<file path="src/rtl/pll_lock_supervisor.sv">
// Supervises an ECP5 EHXPLLL from the free-running board clock: pulses PLL RST,
// waits for a stable LOCK, releases downstream reset, and retries or faults on timeout.
//
// state     | meaning
// PLL_RESET | pll_rst held high for RST_PULSE cycles
// WAIT_LOCK | pll_rst low, waiting for synchronised lock or timeout
// STABILISE | lock seen, must stay high for STABLE_CYCLES cycles
// RUN       | downstream released, ready high
// FAULT     | retries exhausted, held until reset
module pll_lock_supervisor #(
  parameter int SYNC_STAGES   = 2,
  parameter int RST_PULSE     = 16,
  parameter int LOCK_TIMEOUT  = 65536,
  parameter int STABLE_CYCLES = 1024,
  parameter int MAX_RETRIES   = 3
) (
  input  logic       clock,
  input  logic       reset,
  input  logic       locked_in,
  output logic       pll_rst,
  output logic       sys_reset,
  output logic       ready,
  output logic       fault,
  output logic [7:0] lock_lost_count,
  output logic [7:0] retry_count
);

  localparam int MAX_AB    = (RST_PULSE > LOCK_TIMEOUT) ? RST_PULSE : LOCK_TIMEOUT;
  localparam int TIMER_MAX = (MAX_AB > STABLE_CYCLES) ? MAX_AB : STABLE_CYCLES;
  localparam int TW        = (TIMER_MAX > 1) ? $clog2(TIMER_MAX) : 1;

  localparam logic [TW-1:0] RST_LAST     = TW'(RST_PULSE - 1);
  localparam logic [TW-1:0] TIMEOUT_LAST = TW'(LOCK_TIMEOUT - 1);
  localparam logic [TW-1:0] STABLE_LAST  = TW'(STABLE_CYCLES - 1);
  localparam logic [7:0]    RETRY_LIMIT  = 8'(MAX_RETRIES);

  typedef enum logic [2:0] {
    PLL_RESET = 3'd0,
    WAIT_LOCK = 3'd1,
    STABILISE = 3'd2,
    RUN       = 3'd3,
    FAULT     = 3'd4
  } stateT;

  stateT                  state, stateNext;
  logic [TW-1:0]          timer, timerNext;
  logic [7:0]             retryNext, lostNext;
  logic [SYNC_STAGES-1:0] syncQ;
  logic                   lockedS;

  assign lockedS = syncQ[SYNC_STAGES-1];

  always_ff @(posedge clock) begin
    if (reset) syncQ <= '0;
    else       syncQ <= {syncQ[SYNC_STAGES-2:0], locked_in};
  end

  always_comb begin
    stateNext = state;
    timerNext = timer;
    retryNext = retry_count;
    lostNext  = lock_lost_count;
    case (state)
      PLL_RESET: begin
        if (timer == RST_LAST) begin
          stateNext = WAIT_LOCK;
          timerNext = '0;
        end else begin
          timerNext = timer + TW'(1);
        end
      end
      WAIT_LOCK: begin
        // Lock takes priority over a timeout landing on the same cycle.
        if (lockedS) begin
          stateNext = STABILISE;
          timerNext = '0;
        end else if (timer == TIMEOUT_LAST) begin
          timerNext = '0;
          retryNext = (retry_count == 8'hFF) ? retry_count : retry_count + 8'd1;
          if ((MAX_RETRIES != 0) && (retryNext == RETRY_LIMIT)) stateNext = FAULT;
          else                                                  stateNext = PLL_RESET;
        end else begin
          timerNext = timer + TW'(1);
        end
      end
      STABILISE: begin
        if (!lockedS) begin
          stateNext = WAIT_LOCK;
          timerNext = '0;
        end else if (timer == STABLE_LAST) begin
          stateNext = RUN;
          timerNext = '0;
          retryNext = 8'd0;
        end else begin
          timerNext = timer + TW'(1);
        end
      end
      RUN: begin
        if (!lockedS) begin
          stateNext = WAIT_LOCK;
          timerNext = '0;
          lostNext  = (lock_lost_count == 8'hFF) ? lock_lost_count : lock_lost_count + 8'd1;
        end
      end
      FAULT: begin
        stateNext = FAULT;
      end
      default: begin
        stateNext = PLL_RESET;
        timerNext = '0;
      end
    endcase
  end

  // Outputs are decoded from the next state so they change on the same edge as the FSM.
  always_ff @(posedge clock) begin
    if (reset) begin
      state           <= PLL_RESET;
      timer           <= '0;
      retry_count     <= 8'd0;
      lock_lost_count <= 8'd0;
      pll_rst         <= 1'b1;
      sys_reset       <= 1'b1;
      ready           <= 1'b0;
      fault           <= 1'b0;
    end else begin
      state           <= stateNext;
      timer           <= timerNext;
      retry_count     <= retryNext;
      lock_lost_count <= lostNext;
      pll_rst         <= (stateNext == PLL_RESET);
      sys_reset       <= (stateNext != RUN);
      ready           <= (stateNext == RUN);
      fault           <= (stateNext == FAULT);
    end
  end

endmodule

</file>
<file path="config.mk">
export PLATFORM = sky130hd
export DESIGN_NAME = pll_lock_supervisor
export DESIGN_NICKNAME = d
export VERILOG_FILES = /design/src/rtl/pll_lock_supervisor.sv
export SDC_FILE = /design/constraint.sdc
export NUM_CORES = 1
export LEC_CHECK = 0
export BUFFER_PORTS_ARGS = -buffer_cell sky130_fd_sc_hd__buf_2
export CAP_MARGIN = 40
export CORE_MARGIN = 2
export CORE_UTILIZATION = 50
export DETAILED_ROUTE_END_ITERATION = 10
export PLACE_DENSITY = 0.7
export SYNTH_ARGS = -nofsm -noshare
export SYNTH_HDL_FRONTEND = slang
export SYNTH_SLANG_ARGS = --single-unit
</file>
<file path="constraint.sdc">
create_clock -name clock -period 5.2 [get_ports clock]
set_input_delay 0 -clock clock [delete_from_list [all_inputs] [get_ports clock]]
set_output_delay 0 -clock clock [all_outputs]
set_load 0.005 [all_outputs]
</file>
-- After elaboration in Yosys (flattened, before gate mapping)
Index checks and enable logic that the tools add are counted.
- equal/unequal tests: 18
- bitwise logic cells: 3
- muxes and demuxes: 21
- add/sub/neg operators: 3
- reductions and logical operators: 6
- operators by type and width (operator ; count):
    $mux W16 ; 6
    $pmux W16 S5 ; 1
    $mux W8 ; 5
    $mux W3 ; 7
    $add A16 B1 Y16 const B ; 1
    $add A8 B1 Y8 const B ; 2
    $eq A16 B10 Y1 const B ; 1
    $eq A16 B16 Y1 const B ; 1
    $eq A16 B4 Y1 const B ; 1
    $eq A8 B8 Y1 const B ; 2
    $pmux W8 S2 ; 1
    $pmux W3 S5 ; 1
    $ne A2 B2 Y1 const B ; 5
    $eq A3 B2 Y1 const B ; 3
    $eq A8 B2 Y1 const B ; 1
    $eq A3 B3 Y1 const B ; 2
    $logic_not A3 Y1 ; 2
    $reduce_and A5 Y1 ; 1
    $eq A3 B1 Y1 const B ; 1
    $ne A3 B2 Y1 const B ; 1
    $not A1 Y1 ; 3
    $reduce_and A3 Y1 ; 1
    $reduce_and A2 Y1 ; 1
    $reduce_bool A2 Y1 ; 1
- bits in registers: 41
- input bits: 3
- output and inout bits: 20

-- Depth between registers and ports, before layout
Gate-level depths: netlist of run 1.
- depth in word-level cells: 8
- depth in mapped cells: 7
- gate-level depth less buffers: 6

-- Least setup slack after synthesis of run 1
No wires, ideal clock.
- path type: register to register
- from: register retry_count[0]
- to: register pll_rst
- clock period less this slack: 1956 ps
- data arrival time: 1839 ps
- stages on the path, launching flop included: 7
- setup slack: 3244 ps
- setup time: 116 ps
- data required time: 5084 ps
- cells stage by stage: dfxtp_1 > ha_1 > and3_1 > or3_1 > a2111oi_0 > a31oi_1 > a31o_2
- longest elaborated chain between the ends: 8
- elaborated cells between the ends (all ways): 9
- those cells by class: add/sub: 1; eq/ne: 2; mux: 5; reduce/logical: 1
- RTL lines (element ; RTL line ; source):
    from (decl) ; 25 ; output logic [7:0] retry_count
    from (signal assigned) ; 129 ; retry_count <= retryNext;
    $add A8 B1 Y8 / $eq A8 B8 Y1 (equally long branches) ; 79 ; retryNext = (retry_count == 8'hFF) ? retry_count : retry_count + 8'd1;
    $mux W8 * ; 79 ;
    $eq A8 B2 Y1 * ; 80 ; if ((MAX_RETRIES != 0) && (retryNext == RETRY_LIMIT)) stateNext = FAULT;
    $mux W3 * ; 80 ;
    $mux W3 * ; 77 ; end else if (timer == TIMEOUT_LAST) begin
    $mux W3 * ; 74 ; if (lockedS) begin
    $pmux W3 S5 * ; 63 ; case (state)
    $logic_not A3 Y1 * ; 131 ; pll_rst <= (stateNext == PLL_RESET);
    to (signal assigned) ; 131 ;
    to (decl) ; 20 ; output logic pll_rst,
Every way passes the cells marked *; elsewhere a longest branch is shown, timed or not.
A chain may end at the register's enable or synchronous reset.

-- Worst setup path after layout of run 1
- from: register state[0]
- to: register timer[0]
- longest elaborated chain between the ends: 3
- elaborated cells between the ends (all ways): 9
- those cells by class: eq/ne: 5; mux: 1; bitwise: 1; reduce/logical: 2
- RTL lines (element ; RTL line ; source):
    from (decl) ; 45 ; stateT state, stateNext;
    from (signal assigned) ; 127 ; state <= stateNext;
    $eq A3 B2 Y1 / $eq A3 B3 Y1 (equally long branches) ; 63 ;
    $ne A2 B2 Y1 (no source line) / $not A1 Y1 (equally long branches) ; - ;
    $reduce_and A2 Y1 (no source line) ; - ;
    to (signal assigned) ; 128 ; timer <= timerNext;
    to (decl) ; 46 ; logic [TW-1:0] timer, timerNext;
Several ways; a longest one is shown, not always the timed one.

==> results of run 1 <==
==> per-layer routing <==
| layer | track usage [%] | share of wire, % | vias up |
|---|---|---|---|
| li1 | - | - | 932 |
| met1 | 28.4 | 51 | 838 |
| met2 | 30.6 | 44 | 40 |
| met3 | 5.03 | 4.0 | 4 |
| met4 | 5.64 | 0.87 | 0 |
| met5 | 0 | 0 | - |
==> synthesized netlist by cell type, types with 6 or more instances <==
library cell  number  share of area, %
a21oi_1            6               1.4
dfxtp_1           41                39
inv_1              6               1.1
nand2_1           18               3.2
nand3_1           11               2.6
nand4_1           11               3.3
nor2_1            41               7.3
nor3_1             8               1.9
xnor2_1           13               5.4
xor2_1             9               3.8
==> timing repair <==
item,4_1_cts,5_1_grt
endpoints found under the hold margin,1,0
resized for setup,0,0
hold buffers,1,0
==> cell usage in the layout (no fill, tap or decap), drive strengths merged, types with 2 or more instances in the layout <==
cell,n
nand4,12
clkbuf,7
o21bai,2
nand2b,4
mux2i,3
nor3b,3
a31oi,4
nand3,11
nor2,41
ha,3
buf,22
a31o,2
inv,6
a21oi,6
nor4,5
nand2,18
o211ai,2
xnor2,13
and4,2
o21ai,5
nor3,9
xor2,9
or3,6
a211oi,6
nor4bb,2
dfxtp,41
nor2b,4
and3,4
==> path summary, 6_finish.rpt <==
path	from	endpoint	slack, ns	cells after the start
setup / recovery	state[0]	timer[0]	2.94	5
hold / removal	reset	lock_lost_count[3]	0.15	2
setup reg to reg	state[0]	timer[0]	2.94	5
hold reg to reg	syncQ[0]	syncQ[1]	0.45	1
==> logic make-up after synthesis <==
logic type | after synthesis | synth area share [%]
AO/OA/AOI/OAI | 37 | 13.1
buffers and inverters | 14 | 3.10
multiplexers | 3 | 1.43
AND/OR/NAND/NOR | 127 | 32.4
adder cells (fa/ha/maj) | 3 | 1.79
XOR/XNOR | 22 | 9.17
flip-flops | 41 | 39.0
==> registers in the layout (all words and copies together), names as in the netlist <==
name and count:
lock_lost_count 8, state 3, sys_reset 1, syncQ 2, retry_count 8, pll_rst 1, fault 1, timer 16
ready 1
==> through the flow <==
step	hold slack, ns	setup WS (ns)	cells	utilization [%]
floorplan	0.128	3.24	247	-
global placement	0.210	2.89	311	55.4
detailed placement	0.219	2.97	311	55.4
CTS	0.149	2.95	320	58.2
global route	0.174	2.68	320	58.2
finish	0.150	2.94	320	58.2
==> power breakdown <==
group | switching [W] | total (W) | internal (W)
Sequential | 0.00000303 | 0.000320 | 0.000317
Combinational | 0.00000908 | 0.0000140 | 0.00000491
Clock | 0.000106 | 0.000226 | 0.000120
==> cell type report <==
| cell class | instances | area [sq um] | share of cell area, % |
|---|---|---|---|
| Clock buffer | 7 | 96.3 | 4.11 |
| Clock inverter | 1 | 5.00 | 0.214 |
| Sequential cell | 41 | 821 | 35.0 |
| Inverter | 6 | 22.5 | 0.961 |
| Tap cell | 50 | 62.6 | 2.67 |
| Timing Repair Buffer | 23 | 120 | 5.13 |
| Multi-Input combinational cell | 192 | 1220 | 51.9 |
==> worst reg2reg max path, stage by stage, from the launching register on <==
cell and delay (ns):
dfxtp_1 0.48, nor3b_1 0.16, a31oi_1 0.49, o21ai_0 0.23, a22oi_2 0.65, nor2_1 0.12
==> metrics, run 1 <==
status=complete, no violations; first drt pass iteration count=4; antenna cells=0; DRC Markers=0; RSZ-0062 raised after global routing=no; Ys Warns=0; setup TNS=0 ns; EDFF count, synth=0; Layout Cell Area excl Fill=2340 sq um; gpl congestion=0.824; setup violators final=0; drt initial violations=103; CTS max path bufs=2; Leakage=0.859 nW; Hold Vio Cnt, Final=0; H-tree depth=2; WL final=4350 microns; Avg WL per Cell=13.6 microns; Cell Rows=23; number of fill cells=386; DP HPWL=3090 microns; initial antenna violation count=0; die width=68.8 microns; CTS Sinks=41; Final Max Tran Viols=0; core area=4030 sq um; post-synthesis cell count=247; share of layout cells above drive strength 1=15.2%; mapped cell area=2100 sq um; I/O Pins=23; largest net degree at the start of global routing=27; die area=4740 sq um; Final Power=0.000560 W; Slowest cell on crit path=a22oi_2; worst-path fanout max=15; syn nets=253; Slew headroom=53.4%; max-cap violation count=0; Tmin final=2.26 ns; top_reg_cell synth=dfxtp_1; CP Class=flop to flop; total CTS buffers=5; Final #Nets=275; HP Class=input port to flop; vias in the first global route=1564; post-synthesis sequential area ratio=39.0%; critical path data required time=5.35 ns; GRT Resource Usage Total=20.2%; PortBufs=22; clock slew at reported path FFs=0.08 ns; fin crit share=43.4%; critical path's largest stage delay=0.65 ns; Seq cells post-synth=41; count of different cell masters after synthesis=49; first-pass GRT wire length=7220 microns; Vias/cell=5.67; Avg Inst Size Synth=8.51 sq um; worst-margin pin slew=0.699 ns; WP buf/inv=0; clk_skew=0.00855 ns; Area Overhead vs Synth=11.5%; crit end category=flop; CTS root buffer=clkbuf_8; Peak VDD IR=0.000165 V; chip height=68.8 microns; crit start category=flop; worst-path cell chain=nor3b_1 > a31oi_1 > o21ai_0 > a22oi_2 > nor2_1; cell family with most CP delay=compound AO/OA/AOI/OAI gates; initial core utilization=52.2%; PD cells=239 nW/um^2; Final ANT Viol Nets=0; worst skew pair latency=0.29 ns; f_max=0.443 GHz; CTS tree=built; total number of vias=1814; placed inst area=2230 sq um; Post-CTS Setup Inserts=0; post-synthesis async set-or-reset flop share=0%; crit path DAT=2.41 ns; GR Overflow Total=0
(Power assumes the default switching activity.)
==> inputs of run 2 (changes only) <==
--- a/config.mk
+++ b/config.mk
@@ -10,7 +10,7 @@
 export CORE_MARGIN = 2
 export CORE_UTILIZATION = 50
 export DETAILED_ROUTE_END_ITERATION = 10
-export PLACE_DENSITY = 0.7
+export PLACE_DENSITY = 0.72
 export SYNTH_ARGS = -nofsm -noshare
 export SYNTH_HDL_FRONTEND = slang
 export SYNTH_SLANG_ARGS = --single-unit
==> constraint.sdc (replaced) <==
create_clock -name clock -period 1.9 [get_ports clock]
set_input_delay 0 -clock clock [delete_from_list [all_inputs] [get_ports clock]]
set_output_delay 0 -clock clock [all_outputs]
set_load 0.005 [all_outputs]
==> metrics, run 2 (synthesized netlist as in run 1, its figures left out) <==
GRT Resource Usage Total=20.4%; die width=68.8 microns; largest net degree at the start of global routing=27; critical path data required time=2.09 ns; Hold Vio Cnt, Final=0; Tmin final=1.93 ns; Avg WL per Cell=13.5 microns; PortBufs=22; total CTS buffers=5; CTS tree=built; DRC Markers=0; crit start category=flop; Biggest register=timer; max-cap violation count=0; chip height=68.8 microns; hold path startpoint=reset; antenna cells=0; share of layout cells above drive strength 1=29.6%; failing checks=negative setup slack; worst-path fanout max=4; worst-margin pin slew=0.529 ns; commonest non-fill, non-tap cell in the layout=nor2_1; setup violators final=3; first-pass GRT wire length=7240 microns; launch point of the worst path=timer[1]; hold slack=0.131 ns; I/O Pins=23; Final Max Tran Viols=0; HP Class=input port to flop; initial core utilization=52.2%; H-tree depth=2; Final #Nets=303; status=finished, violations left; CTS Sinks=41; worst setup margin=-0.0280 ns; worst skew pair latency=0.29 ns; leading cell types in the layout, fill and taps excluded=nor2_1 (40), dfxtp_1 (38), buf_4 (26); core area=4030 sq um; PD cells=596 nW/um^2; die area=4740 sq um; f_max=0.519 GHz; Cell Rows=23; drt initial violations=134; CTS root buffer=clkbuf_8; gpl congestion=0.850; setup TNS=-0.0346 ns; total number of vias=1976; crit path DAT=2.12 ns; biggest regs=timer: 16 flops, lock_lost_count: 8 flops, retry_count: 8 flops; vias in the first global route=1606; Leakage=1.03 nW; DP HPWL=3230 microns; first drt pass iteration count=4; R2R Path Start=timer[1]; Peak VDD IR=0.000356 V; Vias/cell=5.69; clock slew at reported path FFs=0.08 ns; CP Class=flop to flop; Area Overhead vs Synth=28.3%; clk_skew=0.00961 ns; fin crit share=101%; CTS max path bufs=2; crit end category=flop; Slew headroom=64.3%; Largest register FFs=16; Final ANT Viol Nets=0; initial antenna violation count=0; number of fill cells=335; WL final=4690 microns; RSZ-0062 raised after global routing=yes; GR Overflow Total=0
run 2: changes by cell type in the layout (fill, tap and decap cells not counted), sizes merged:
cell,before,now
buf,22,50
clkbuf,7,5
bufinv,0,1
run 2: layout make-up:
cell class	instances	area, sq um	area share [%]
multi-input combinational	192	1340	49.6
sequential	41	825	30.6
timing repair buffer	51	347	12.9
clock buffer	5	68.8	2.55
tap	50	62.6	2.32
clock inverter	2	35.0	1.30
inverter	6	22.5	0.835
run 2: critical path, stage by stage (launching register included):
cell and delay (ns):
dfxtp_2 0.36, ha_4 0.14, nand4_1 0.18, or4_4 0.61
o22ai_4 0.19, o211ai_1 0.12, a32o_1 0.23
run 2: power by group:
group | total [W] | leakage [nW] | switching, W | internal (W)
Sequential | 0.000874 | 0.332 | 0.00000727 | 0.000867
Combinational | 0.0000587 | 0.648 | 0.0000308 | 0.0000279
Clock | 0.000673 | 0.0540 | 0.000292 | 0.000382
Total | 0.00161 | 1.03 | 0.000330 | 0.00128
run 2: per-stage QoR:
stage / total power (W) / worst slack (ns) / cells / utilization, % / instance area (sq um)
after floorplan: 0.000922 / 0.00325 / 247 / - / 2110
after global routing: 0.00167 / -0.0658 / 347 / 66.9 / 2700
after CTS: 0.00162 / 0.00594 / 346 / 64.2 / 2590
after global placement: 0.000944 / 0.0394 / 337 / 60.8 / 2450
final: 0.00161 / -0.0280 / 347 / 66.9 / 2700
after detailed placement: 0.000945 / -0.0425 / 337 / 60.8 / 2450
run 2: final timing paths:
check / endpoint / slack (ns) / cells past startpoint
worst max register to register: retry_count[1] / -0.03 / 6
worst max-delay path: retry_count[1] / -0.03 / 6
worst min-delay path: lock_lost_count[1] / 0.13 / 2
worst min register to register: syncQ[1] / 0.45 / 1
run 2: repair_timing:
item / in CTS / in global routing
buffers inserted: 1 / 1
hold endpoints to repair: 1 / 0
gates resized for setup: 3 / 24
hold buffers: 1 / 0
endpoints found under the setup margin: 2 / 29
pin swaps: 3 / 12
run 2: layer usage:
metal | global-route usage, % | wire [microns]
met1 | 27.9 | 2290
met2 | 32.3 | 2120
met3 | 4.87 | 211
met4 | 5.15 | 73
met5 | 0 | 0
==> inputs of run 3 (changes only) <==
--- a/config.mk
+++ b/config.mk
@@ -10,6 +10,7 @@
 export CORE_MARGIN = 2
 export CORE_UTILIZATION = 50
 export DETAILED_ROUTE_END_ITERATION = 10
+export MAX_ROUTING_LAYER = met4
 export PLACE_DENSITY = 0.72
 export SYNTH_ARGS = -nofsm -noshare
 export SYNTH_HDL_FRONTEND = slang
==> metrics, run 3 (synthesized netlist as in run 1, its figures left out) <==
status=finished, violations left; failing checks=negative setup slack; CTS root buffer=clkbuf_8; worst-path cell chain=ha_4 > nand4_1 > or4_4 > o22ai_4 > o211ai_1 > a32o_1; die width=68.8 microns; critical path's largest stage delay=0.61 ns; first drt pass iteration count=4; max-cap violation count=0; Vias/cell=5.72; drt initial violations=141; CTS tree=built; chip height=68.8 microns; HP Class=input port to flop; Layout Cell Area excl Fill=2700 sq um; CTS Sinks=41; final cell count without fillers=347; initial antenna violation count=0; share of layout cells above drive strength 1=29.6%; fin crit share=102%; clock slew at reported path FFs=0.08 ns; total number of vias=1985; initial core utilization=52.2%; worst skew pair latency=0.29 ns; Hold Vio Cnt, Final=0; Peak VDD IR=0.000356 V; GRT Resource Usage Total=21.0%; crit start category=flop; total CTS buffers=5; Slew headroom=64.3%; switching part of the total power=20.8%; Tmin final=1.93 ns; R2R setup slack=-0.03 ns; H-tree depth=2; I/O Pins=23; first-pass GRT wire length=7240 microns; Leakage=1.03 nW; critical path data required time=2.09 ns; Avg WL per Cell=13.6 microns; biggest regs=timer: 16 flops, lock_lost_count: 8 flops, retry_count: 8 flops; worst-margin pin slew=0.529 ns; CP Class=flop to flop; RSZ-0062 raised after global routing=yes; cell family with most CP delay=simple AND/OR/NAND/NOR gates; DP HPWL=3230 microns; die area=4740 sq um; WP buf/inv=0; gpl congestion=0.864; combinational group share of total power=3.6%; dpl cells=337; Slowest cell on crit path=or4_4; crit path DAT=2.12 ns; Final Power=0.00161 W; hold slack=0.134 ns; placed inst area=2450 sq um; Area Overhead vs Synth=28.3%; sequential power share=54.2%; WL final=4700 microns; worst setup margin=-0.0301 ns; Final #Nets=303; f_max=0.518 GHz; GR Overflow Total=0; antenna cells=0; worst-path fanout max=4; PD cells=598 nW/um^2; largest net degree at the start of global routing=27; leading cell types in the layout, fill and taps excluded=nor2_1 (40), dfxtp_1 (38), buf_4 (26); crit end category=flop; core area=4030 sq um; internal cell power=0.00128 W; Final ANT Viol Nets=0; Largest register FFs=16; commonest non-fill, non-tap cell in the layout=nor2_1; P_sw=0.000335 W; setup violators final=5; Clock power frac=42.1%; CTS max path bufs=2; PortBufs=22; Biggest register=timer; clk_skew=0.00820 ns; DRC Markers=0; Final Max Tran Viols=0; Cell Rows=23; vias in the first global route=1604
-- run 3: cell counts in the layout (fill, tap and decap cells not counted) --
No cell type changed its count.
-- run 3: final timing paths --
check / start / end / depth (start not counted)
setup / recovery: timer[1] / retry_count[1] / 6
hold / removal: reset / lock_lost_count[1] / 2
setup reg to reg: timer[1] / retry_count[1] / 6
hold reg to reg: syncQ[0] / syncQ[1] / 1
-- run 3: timing repair --
action                                  in CTS  in global routing
resized for setup                            3                 24
hold buffers                                 1                  0
hold endpoints to repair                     1                  0
pin swaps                                    3                 12
endpoints found under the setup margin       2                 29
setup buffers                                1                  1
-- run 3: layout make-up --
cell class,instances,area [sq um]
fillers,335,1330
clock buffers,5,68.8
clock inverters,2,35.0
inverters,6,22.5
multi-input cells,192,1340
flip-flops and latches,41,825
repair buffers,51,347
well taps,50,62.6
-- run 3: layer usage --
metal / GRT usage (%) / up-vias / share of wire (%)
met1: 27.9 / 948 / 49
met5: - / - / 0
met2: 32.3 / 43 / 45
li1: - / 986 / -
met3: 4.87 / 8 / 4.5
met4: 5.15 / 0 / 1.3
-- run 3: power groups by stage --
stage | Clock, W | Combinational, W | Sequential (W)
after CTS | 0.000691 | 0.0000553 | 0.000871
after global routing | 0.000730 | 0.0000644 | 0.000875
final | 0.000679 | 0.0000588 | 0.000874
after detailed placement | 0 | 0.0000538 | 0.000891
after global placement | 0 | 0.0000527 | 0.000891
after floorplan | 0 | 0.0000294 | 0.000892
-- run 3: through the flow --
| step | util (%) | setup TNS [ns] | setup slack (ns) |
|---|---|---|---|
| after floorplan | - | 0 | 0.00325 |
| after global placement | 60.8 | 0 | 0.0394 |
| after detailed placement | 60.8 | -0.0538 | -0.0425 |
| after CTS | 64.2 | 0 | 0.00594 |
| after global routing | 66.9 | -0.583 | -0.0658 |
| final | 66.9 | -0.0401 | -0.0301 |
